$ cat config.mk
export PLATFORM = sky130hd
export DESIGN_NAME = pc_fetch_ctrl
export DESIGN_NICKNAME = d
export VERILOG_FILES = /design/src/rtl/pc_ctrl_pkg.sv /design/src/rtl/pc_fetch_ctrl_sat_counter.sv /design/src/rtl/pc_fetch_ctrl.sv
export SDC_FILE = /design/constraint.sdc
export NUM_CORES = 1
export LEC_CHECK = 0
export CORE_UTILIZATION = 43
export CTS_CLUSTER_DIAMETER = 40
export CTS_CLUSTER_SIZE = 28
export DETAILED_ROUTE_END_ITERATION = 10
export GPL_TIMING_DRIVEN = 0
export PLACE_DENSITY = 0.9
export SLEW_MARGIN = 20
export SYNTH_ARGS = -nofsm -noshare
export SYNTH_HDL_FRONTEND = slang
export SYNTH_SLANG_ARGS = --single-unit
$ cat constraint.sdc
create_clock -name clk -period 1.9 [get_ports clk]
set_clock_uncertainty 0.15 [all_clocks]
set_input_delay 0.19 -clock clk [delete_from_list [all_inputs] [get_ports clk]]
set_output_delay 0.19 -clock clk [all_outputs]
set_load 0.01 [all_outputs]
$ cat src/rtl/pc_ctrl_pkg.sv
// rtl/pc_ctrl_pkg.sv - shared state type and constants for the fetch PC controller
package pc_ctrl_pkg;

    typedef enum logic [1:0] {
        RUN   = 2'd0,
        FLUSH = 2'd1,
        HALT  = 2'd2
    } pc_state_t;

    localparam int PC_STEP       = 4;
    localparam int FLUSH_CYC_DEF = 2;
    localparam int CNT_W_DEF     = 16;
    localparam int FCNT_W        = 3;

endpackage

$ cat src/rtl/pc_fetch_ctrl_sat_counter.sv
// rtl/pc_fetch_ctrl_sat_counter.sv - saturating up-counter with enable
module sat_counter #(
    parameter int W = 16
) (
    input  logic         clk,
    input  logic         resetn,
    input  logic         i_en,
    output logic [W-1:0] o_cnt
);

    logic [W-1:0] r_cnt;

    always_ff @(posedge clk) begin
        if (!resetn) begin
            r_cnt <= '0;
        end else if (i_en && (r_cnt != {W{1'b1}})) begin
            r_cnt <= r_cnt + 1'b1;
        end
    end

    assign o_cnt = r_cnt;

endmodule

$ cat src/rtl/pc_fetch_ctrl.sv
// rtl/pc_fetch_ctrl.sv - fetch PC owner: redirect, flush countdown, stall hold, halt and trap
module pc_fetch_ctrl
    import pc_ctrl_pkg::*;
#(
    parameter int PC_W      = 9,
    parameter int FLUSH_CYC = FLUSH_CYC_DEF,
    parameter int CNT_W     = CNT_W_DEF
) (
    input  logic             clk,
    input  logic             reset,
    input  logic             Stall,
    input  logic             PcSel,
    input  logic [31:0]      BrPC,
    input  logic             Halt,
    output logic [PC_W-1:0]  PC,
    output logic             Flush,
    output logic             Halted,
    output logic             Trap,
    output logic [CNT_W-1:0] RedirectCnt
);

    pc_state_t         r_state;
    pc_state_t         w_state_nxt;
    logic [PC_W-1:0]   r_pc;
    logic [PC_W-1:0]   w_pc_nxt;
    logic [FCNT_W-1:0] r_fcnt;
    logic [FCNT_W-1:0] w_fcnt_nxt;
    logic [FCNT_W-1:0] w_fcnt_dec;
    logic              r_flush;
    logic              w_flush_nxt;
    logic              r_halted;
    logic              r_trap;
    logic              w_trap_nxt;
    logic              w_redir;
    logic              w_misal;
    logic              w_unused;

    // Target bits above the fetch window are architecturally ignored.
    assign w_unused   = ^BrPC[31:PC_W];
    assign w_misal    = PcSel && (BrPC[1:0] != 2'b00);
    assign w_fcnt_dec = (r_fcnt != '0) ? (r_fcnt - FCNT_W'(1)) : '0;

    always_comb begin
        w_state_nxt = r_state;
        w_pc_nxt    = r_pc;
        w_fcnt_nxt  = r_fcnt;
        w_flush_nxt = 1'b0;
        w_trap_nxt  = r_trap;
        w_redir     = 1'b0;
        case (r_state)
            HALT: begin
                // Absorbing: only reset leaves; Flush drops after the entry cycle.
            end
            default: begin
                if (Halt || w_misal) begin
                    w_state_nxt = HALT;
                    w_flush_nxt = 1'b1;
                    w_fcnt_nxt  = '0;
                    w_trap_nxt  = r_trap | (w_misal & ~Halt);
                end else if (PcSel) begin
                    w_pc_nxt    = BrPC[PC_W-1:0];
                    w_state_nxt = FLUSH;
                    w_fcnt_nxt  = FCNT_W'(FLUSH_CYC);
                    w_flush_nxt = 1'b1;
                    w_redir     = 1'b1;
                end else begin
                    if (!Stall) begin
                        w_pc_nxt = r_pc + PC_W'(PC_STEP);
                    end
                    w_fcnt_nxt  = w_fcnt_dec;
                    w_flush_nxt = (w_fcnt_dec != '0);
                    w_state_nxt = (w_fcnt_dec != '0) ? FLUSH : RUN;
                end
            end
        endcase
    end

    always_ff @(posedge clk) begin
        if (!reset) begin
            r_state  <= RUN;
            r_pc     <= '0;
            r_fcnt   <= '0;
            r_flush  <= 1'b0;
            r_halted <= 1'b0;
            r_trap   <= 1'b0;
        end else begin
            r_state  <= w_state_nxt;
            r_pc     <= w_pc_nxt;
            r_fcnt   <= w_fcnt_nxt;
            r_flush  <= w_flush_nxt;
            r_halted <= (w_state_nxt == HALT);
            r_trap   <= w_trap_nxt;
        end
    end

    sat_counter #(.W(CNT_W)) u_redir_cnt (
        .clk    (clk),
        .resetn (reset),
        .i_en   (w_redir),
        .o_cnt  (RedirectCnt)
    );

    assign PC     = r_pc;
    assign Flush  = r_flush;
    assign Halted = r_halted;
    assign Trap   = r_trap;

endmodule

======== Yosys cells after proc, flatten, opt, wreduce, memory -nomap -nowiden ========
Cells that the tools add are included.
storage, ports and cells
  bits in registers ....................... 33
  input bits .............................. 37
  output and inout bits ................... 28
cells by class
  add/sub/neg operators ................... 3
  eq/ne operators ......................... 4
  mux-type cells .......................... 14
  bitwise operators ....................... 6
  reduce and logical (&&, ||, !) cells .... 9
operator list
  operator               number
  $mux 9                 2
  $add 16x1->16 const B  1
  $ne 16x16->1 const B   1
  $add 9x3->9 const B    1
  $mux 3                 3
  $mux 1                 7
  $reduce_bool 3->1      2
  $eq 2x2->1 const B     2
  $mux 2                 2
  $not 1->1              4
  $reduce_and 3->1       1
  $sub 3x1->3 const B    1
  $logic_and 1x1->1      2
  $ne 2x1->1 const B     1
  $reduce_and 2->1       1
  $reduce_bool 2->1      1
  $reduce_or 2->1        1
  $and 1x1->1            1
  $logic_or 1x1->1       1
  $or 1x1->1             1

======== Logic depth before layout (Yosys ltp) ========
  word-level depth ........................ 8
  depth in mapped cells ................... 7

======== Hierarchy ========
Synthesis repeated with hierarchy kept, for this count alone.
unflattened totals
  cell total of the unflattened synthesis .. 195
  area total of the unflattened synthesis .. 1697.9 µm²
modules (own cells, without submodules)
  module         times used  cells each  area an instance (µm²)  sequential area each (µm²)
  pc_fetch_ctrl  1           98          860.8                   340.3
  sat_counter    1           97          837.1                   320.3

======== Worst setup path before layout ========
No wires, ideal clock.
  path type ............................... register to register
  from .................................... register u_redir_cnt.r_cnt[0], in the netlist u_redir_cnt.o_cnt[0]
  to ...................................... register u_redir_cnt.r_cnt[7], in the netlist u_redir_cnt.o_cnt[7]
  data arrival time ....................... 1.602 ns
  data required time ...................... 1.678 ns
  slack ................................... 0.076 ns
  stages on the path, launching flop included .. 7
  period minus slack after synthesis ...... 1.824 ns
  cells stage by stage .................... dfxtp_1 -> ha_1 -> nand4_1 -> or2_2 -> o2111a_1 -> nand3_1 -> mux2i_1
on the way
  word-level cells in the longest chain between the ends .. 2
ends and longest elaborated chain
  item                                                                   RTL line                         source
  start: declaration                                                     pc_fetch_ctrl_sat_counter.sv:11  logic [W-1:0] r_cnt;
  start signal: assignment                                               pc_fetch_ctrl_sat_counter.sv:17  r_cnt <= r_cnt + 1'b1;
  parallel branches: the longest is 2 deep, another holds $add 16x1->16  n/a
Several ways; the timed one is not identified.
A chain may end at the register's enable or synchronous reset.

======== Final worst setup path ========
Ends and elaborated chain as after synthesis.

==> results by stage <==
Clock network:
- Counting along the longest clock path gives a buffer depth of 2.
- The number of buffers created by CTS is 5.
- TritonCTS built the clock tree.
- The number of hold buffers added after CTS is 0.
- The buffer cell driving the clock tree root is sky130_fd_sc_hd__clkbuf_8.
- Counting every sink on the clock net gives 33.
- The clock edge transition at the registers on the reported setup and hold paths is ~70 ps.
- The insertion delay of the later-clocked pin in the worst-skew pair is a little under 300 ps.
- The maximum level of the CTS H-tree is 2.

Yosys:
- The number of nets in the synthesized netlist is approximately 230.
- The number of warnings printed during yosys synthesis is 0.
- The distinct cell type count after synthesis is 42.
- The fraction of synthesis flops using an asynchronous set or reset pin is 0.
- The synthesized design contains 33 register bits.
- The count of flip-flops with a built-in enable after synthesis is 0.
- The prevailing post-synth register cell is sky130_fd_sc_hd__dfxtp_1.
- Synthesis produced a netlist whose cell count is 192.
- The share of the Yosys chip area taken by registers is 0.414.
- Each instance of the synthesized netlist takes up on average between 8 and 9 um^2.
- The mapped cell area is between 1500 and 2000 um^2.

Floorplanning:
- The area of the die is approximately 4000 um^2.
- After floorplanning, the core was sized to cover around 3400 um^2.
- The horizontal extent of the die is 62.9 um.
- For this configuration, the core starts out at a cell density of 0.463.
- The number of rows in the core area is 21.
- The top-level I/O count is 65.
- Measured along the y axis, the die boundary spans ~63 um.

Placed design:
- The number of I/O port buffers is around 40.
- The worst setup slack before clock tree synthesis is -423 ps.
- Once detailed placement completed, the half-perimeter wirelength came to approximately 2.8 mm.
- Routability-driven placement finished with a final weighted congestion of roughly 0.9.
- The total instance count after detailed placement is approximately 280.

Setup path:
- The kind of start point of the critical path is a flip-flop.
- The worst register-to-register path has a setup slack of 70 ps.
- STA classifies the critical path endpoint as a flip-flop.
- The reg-to-reg critical path endpoint is u_redir_cnt.o_cnt[7].
- The beginning of the worst register-to-register path is u_redir_cnt.o_cnt[0].
- The slowest stage of the critical path belongs to the cell sky130_fd_sc_hd__dfxtp_2.
- The kind of cell with the highest combined delay on the critical path is simple AND/OR/NAND/NOR gates.
- The signal on the critical path passes through ha_2, nand4_1, or2_4, o2111a_1, nand3_1, mux2i_1.
- The classification of the worst setup path is reg -> reg.
- For this run, the slowest stage of the critical path takes around 360 ps.
- At the worst endpoint, the required time is around 2000 ps.
- Counting buffers and inverters, the worst setup path is 6 cells deep.
- The worst path buffer plus inverter count is 0.
- The depth of the worst register-to-register path is 6.
- The worst setup path startpoint is u_redir_cnt.o_cnt[0].
- Along the worst path, the maximum fanout reaches 4.
- Data on the critical path arrives at its endpoint at between 1500 and 2000 ps.

Routing:
- Summed over all layers, the routed wires come to slightly below 4 mm.
- Once detail routing completed, the nets flagged for antenna violations numbered 0.
- In the routed design, unresolved DRC markers number 0.
- The total vias in the final route is ~1.6k.
- The pre-antenna-repair detailed-routing pass consisted of 4 iterations.
- For this block, the initial DRC count from the detailed router was 60.
- The routed wirelength normalized by instance count is between 10 and 15 um.
- After detailed routing, the number of vias per cell comes to 5.64.

Finish:
- Once layout is complete, the cells apart from fillers number roughly 290.
- From synthesis to final layout, the design area changed by 38.4%.
- After the last flow step, the layout net total stands at 283.
- The share of cells above drive strength 1 is 0.0898.
- 0 antenna diodes ended up in the layout.
- In the final layout, the multi-input gates occupy just over 900 um^2.
- The sequential cell area is around 660 um^2.
- The number of fill cells in the layout is roughly 290.
- The utilization after layout is 0.642.

STA:
- In the post-route analysis, the smallest setup slack over all paths is ~66 ps.
- The hold violation count in the final report is 0.
- The worst slew margin relative to its limit is 0.666.
- The minimum period implied by the final worst setup slack is roughly 1800 ps.
- The max-slew violation total from the final report came to 0.
- The peak clock frequency supported by timing is 545 MHz.
- Setup violations remaining at the end of the flow were counted as 0.
- The post-route clock period utilization is 0.965.
- The transition at the pin with the smallest max-transition slack is around 500 ps.
- The worst-case hold slack is 294 ps.

Global route:
- The number of antenna violations at the first check in global routing came to 0.
- The remaining global-route overflow is 0.
- The first global-routing pass estimated ~6.6 mm of wire.
- Entering global routing, the biggest net connects 11 pins.
- The number of global-route vias before repair is 1,500.
- The global-route total usage across every layer is 0.214.

Power:
- The overall power of the completed layout is about 1400 uW.
- The power density of the placed cells is around 630 nW/um^2.
- The static power due to leakage is 0.000832 uW.
- The largest voltage drop on the vdd net is between 0.3 and 0.4 mV.

Min path:
- The hold-critical path endpoint is r_state[0].
- The tightest min-delay check is of the in -> reg type.
- Counting instances, the worst hold path has a depth of 4.
- The worst hold path begins at BrPC[1].

Run:
- The number of max-capacitance violations reported is 0.

Outcome:
- The flow ran to the end, and the final reports show no timing, DRC or antenna violations.
## cell families after synthesis
group,count (synthesis),synth area share
muxes,5,0.0314
adders and majority gates,2,0.0157
buffers and inverters,12,0.0290
xor gates and xnor gates,7,0.0384
DFF,33,0.414
and+or+nand+nor,90,0.301
AOI/OAI and AO/OA,43,0.170
## worst max path at each step
stage                             to
3_5_place_dp   u_redir_cnt.o_cnt[13]
2_1_floorplan   u_redir_cnt.o_cnt[7]
4_1_cts         u_redir_cnt.o_cnt[7]
6_report        u_redir_cnt.o_cnt[7]
3_3_place_gp   u_redir_cnt.o_cnt[13]
5_1_grt        u_redir_cnt.o_cnt[14]
## worst min-delay path, stage by stage
cell	delay, ps
sky130_fd_sc_hd__dlymetal6s2s_1	120
sky130_fd_sc_hd__o21ai_1	110
sky130_fd_sc_hd__nand3_1	190
sky130_fd_sc_hd__nor3_1	70
## layout make-up
class	count	share of cell area
Clock buffer	8	0.0363
Sequential cell	33	0.300
Inverter	4	0.00680
Multi-Input combinational cell	147	0.411
Tap cell	46	0.0261
Timing Repair Buffer	46	0.206
Buffer	7	0.0142
## per-layer routing
metal | track usage | routed length, um
met5 | 0 | 0
met4 | 0.125 | 95
met3 | 0.0511 | 246
met2 | 0.364 | 1950
met1 | 0.241 | 1650
## cell usage after synthesis (all sizes together), types with 2 or more instances
| cell type | count | area share |
|---|---|---|
| nor4 | 2 | 0.017 |
| and3 | 5 | 0.020 |
| nand2b | 3 | 0.012 |
| and2 | 2 | 0.0078 |
| ha | 2 | 0.016 |
| xnor2 | 3 | 0.016 |
| inv | 4 | 0.0094 |
| o31ai | 2 | 0.0094 |
| clkbuf | 7 | 0.016 |
| o21ai | 13 | 0.041 |
| and4 | 3 | 0.016 |
| a31oi | 3 | 0.012 |
| a21oi | 12 | 0.038 |
| nand4 | 6 | 0.024 |
| nand2 | 13 | 0.031 |
| mux2i | 5 | 0.031 |
| o2111a | 2 | 0.014 |
| nand3 | 13 | 0.041 |
| dfxtp | 33 | 0.41 |
| nor2 | 26 | 0.061 |
| xor2 | 4 | 0.022 |
| nor3 | 8 | 0.028 |
| a211oi | 2 | 0.0094 |
| or3 | 3 | 0.012 |
| nor3b | 2 | 0.0094 |
## power breakdown
group	switching, uW	internal, uW	total (uW)
registers	13.1	707	720
clock network	251	260	511
logic	78.4	71.7	150
total	343	1040	1380
## timing repair
item                       4_1_cts  5_1_grt
setup buffers                    1        4
pin swaps                        2        5
gates resized for setup          8        8
setup endpoints to repair       11       15
## cells in the final DEF (no fill, tap or decap), types with 2 or more instances in the layout
cell	count
sky130_fd_sc_hd__and3_1	5
sky130_fd_sc_hd__nand3_1	12
sky130_fd_sc_hd__nor2_1	25
sky130_fd_sc_hd__nand2_1	13
sky130_fd_sc_hd__o31ai_1	2
sky130_fd_sc_hd__mux2i_1	5
sky130_fd_sc_hd__dfxtp_2	2
sky130_fd_sc_hd__a31oi_1	3
sky130_fd_sc_hd__inv_1	3
sky130_fd_sc_hd__o2111a_1	2
sky130_fd_sc_hd__clkbuf_8	5
sky130_fd_sc_hd__nand2b_1	3
sky130_fd_sc_hd__a21oi_1	12
sky130_fd_sc_hd__or3_1	3
sky130_fd_sc_hd__nor3_1	7
sky130_fd_sc_hd__o21ai_0	11
sky130_fd_sc_hd__clkdlybuf4s50_1	37
sky130_fd_sc_hd__clkbuf_1	8
sky130_fd_sc_hd__buf_4	6
sky130_fd_sc_hd__xnor2_1	3
sky130_fd_sc_hd__and4_1	3
sky130_fd_sc_hd__and2_1	2
sky130_fd_sc_hd__nand4_1	6
sky130_fd_sc_hd__nor3b_1	2
sky130_fd_sc_hd__dfxtp_1	31
sky130_fd_sc_hd__a211oi_1	2
sky130_fd_sc_hd__xor2_1	4
sky130_fd_sc_hd__dlymetal6s2s_1	3
sky130_fd_sc_hd__o21ai_1	2
## state kept, by name, summed over array words and instances (netlist names)
signal	count
r_fcnt	3
u_redir_cnt.o_cnt	16
Trap	1
Flush	1
r_state	2
Halted	1
PC	9
## stage by stage
stage | cell area, um^2 | setup TNS, ps
2_1_floorplan | 1600 | 0
3_3_place_gp | 2060 | -5900
3_5_place_dp | 2060 | -6790
4_1_cts | 2170 | 0
5_1_grt | 2210 | -8.27
6_report | 2210 | 0
No activity file was read; power rests on OpenSTA's default activity.
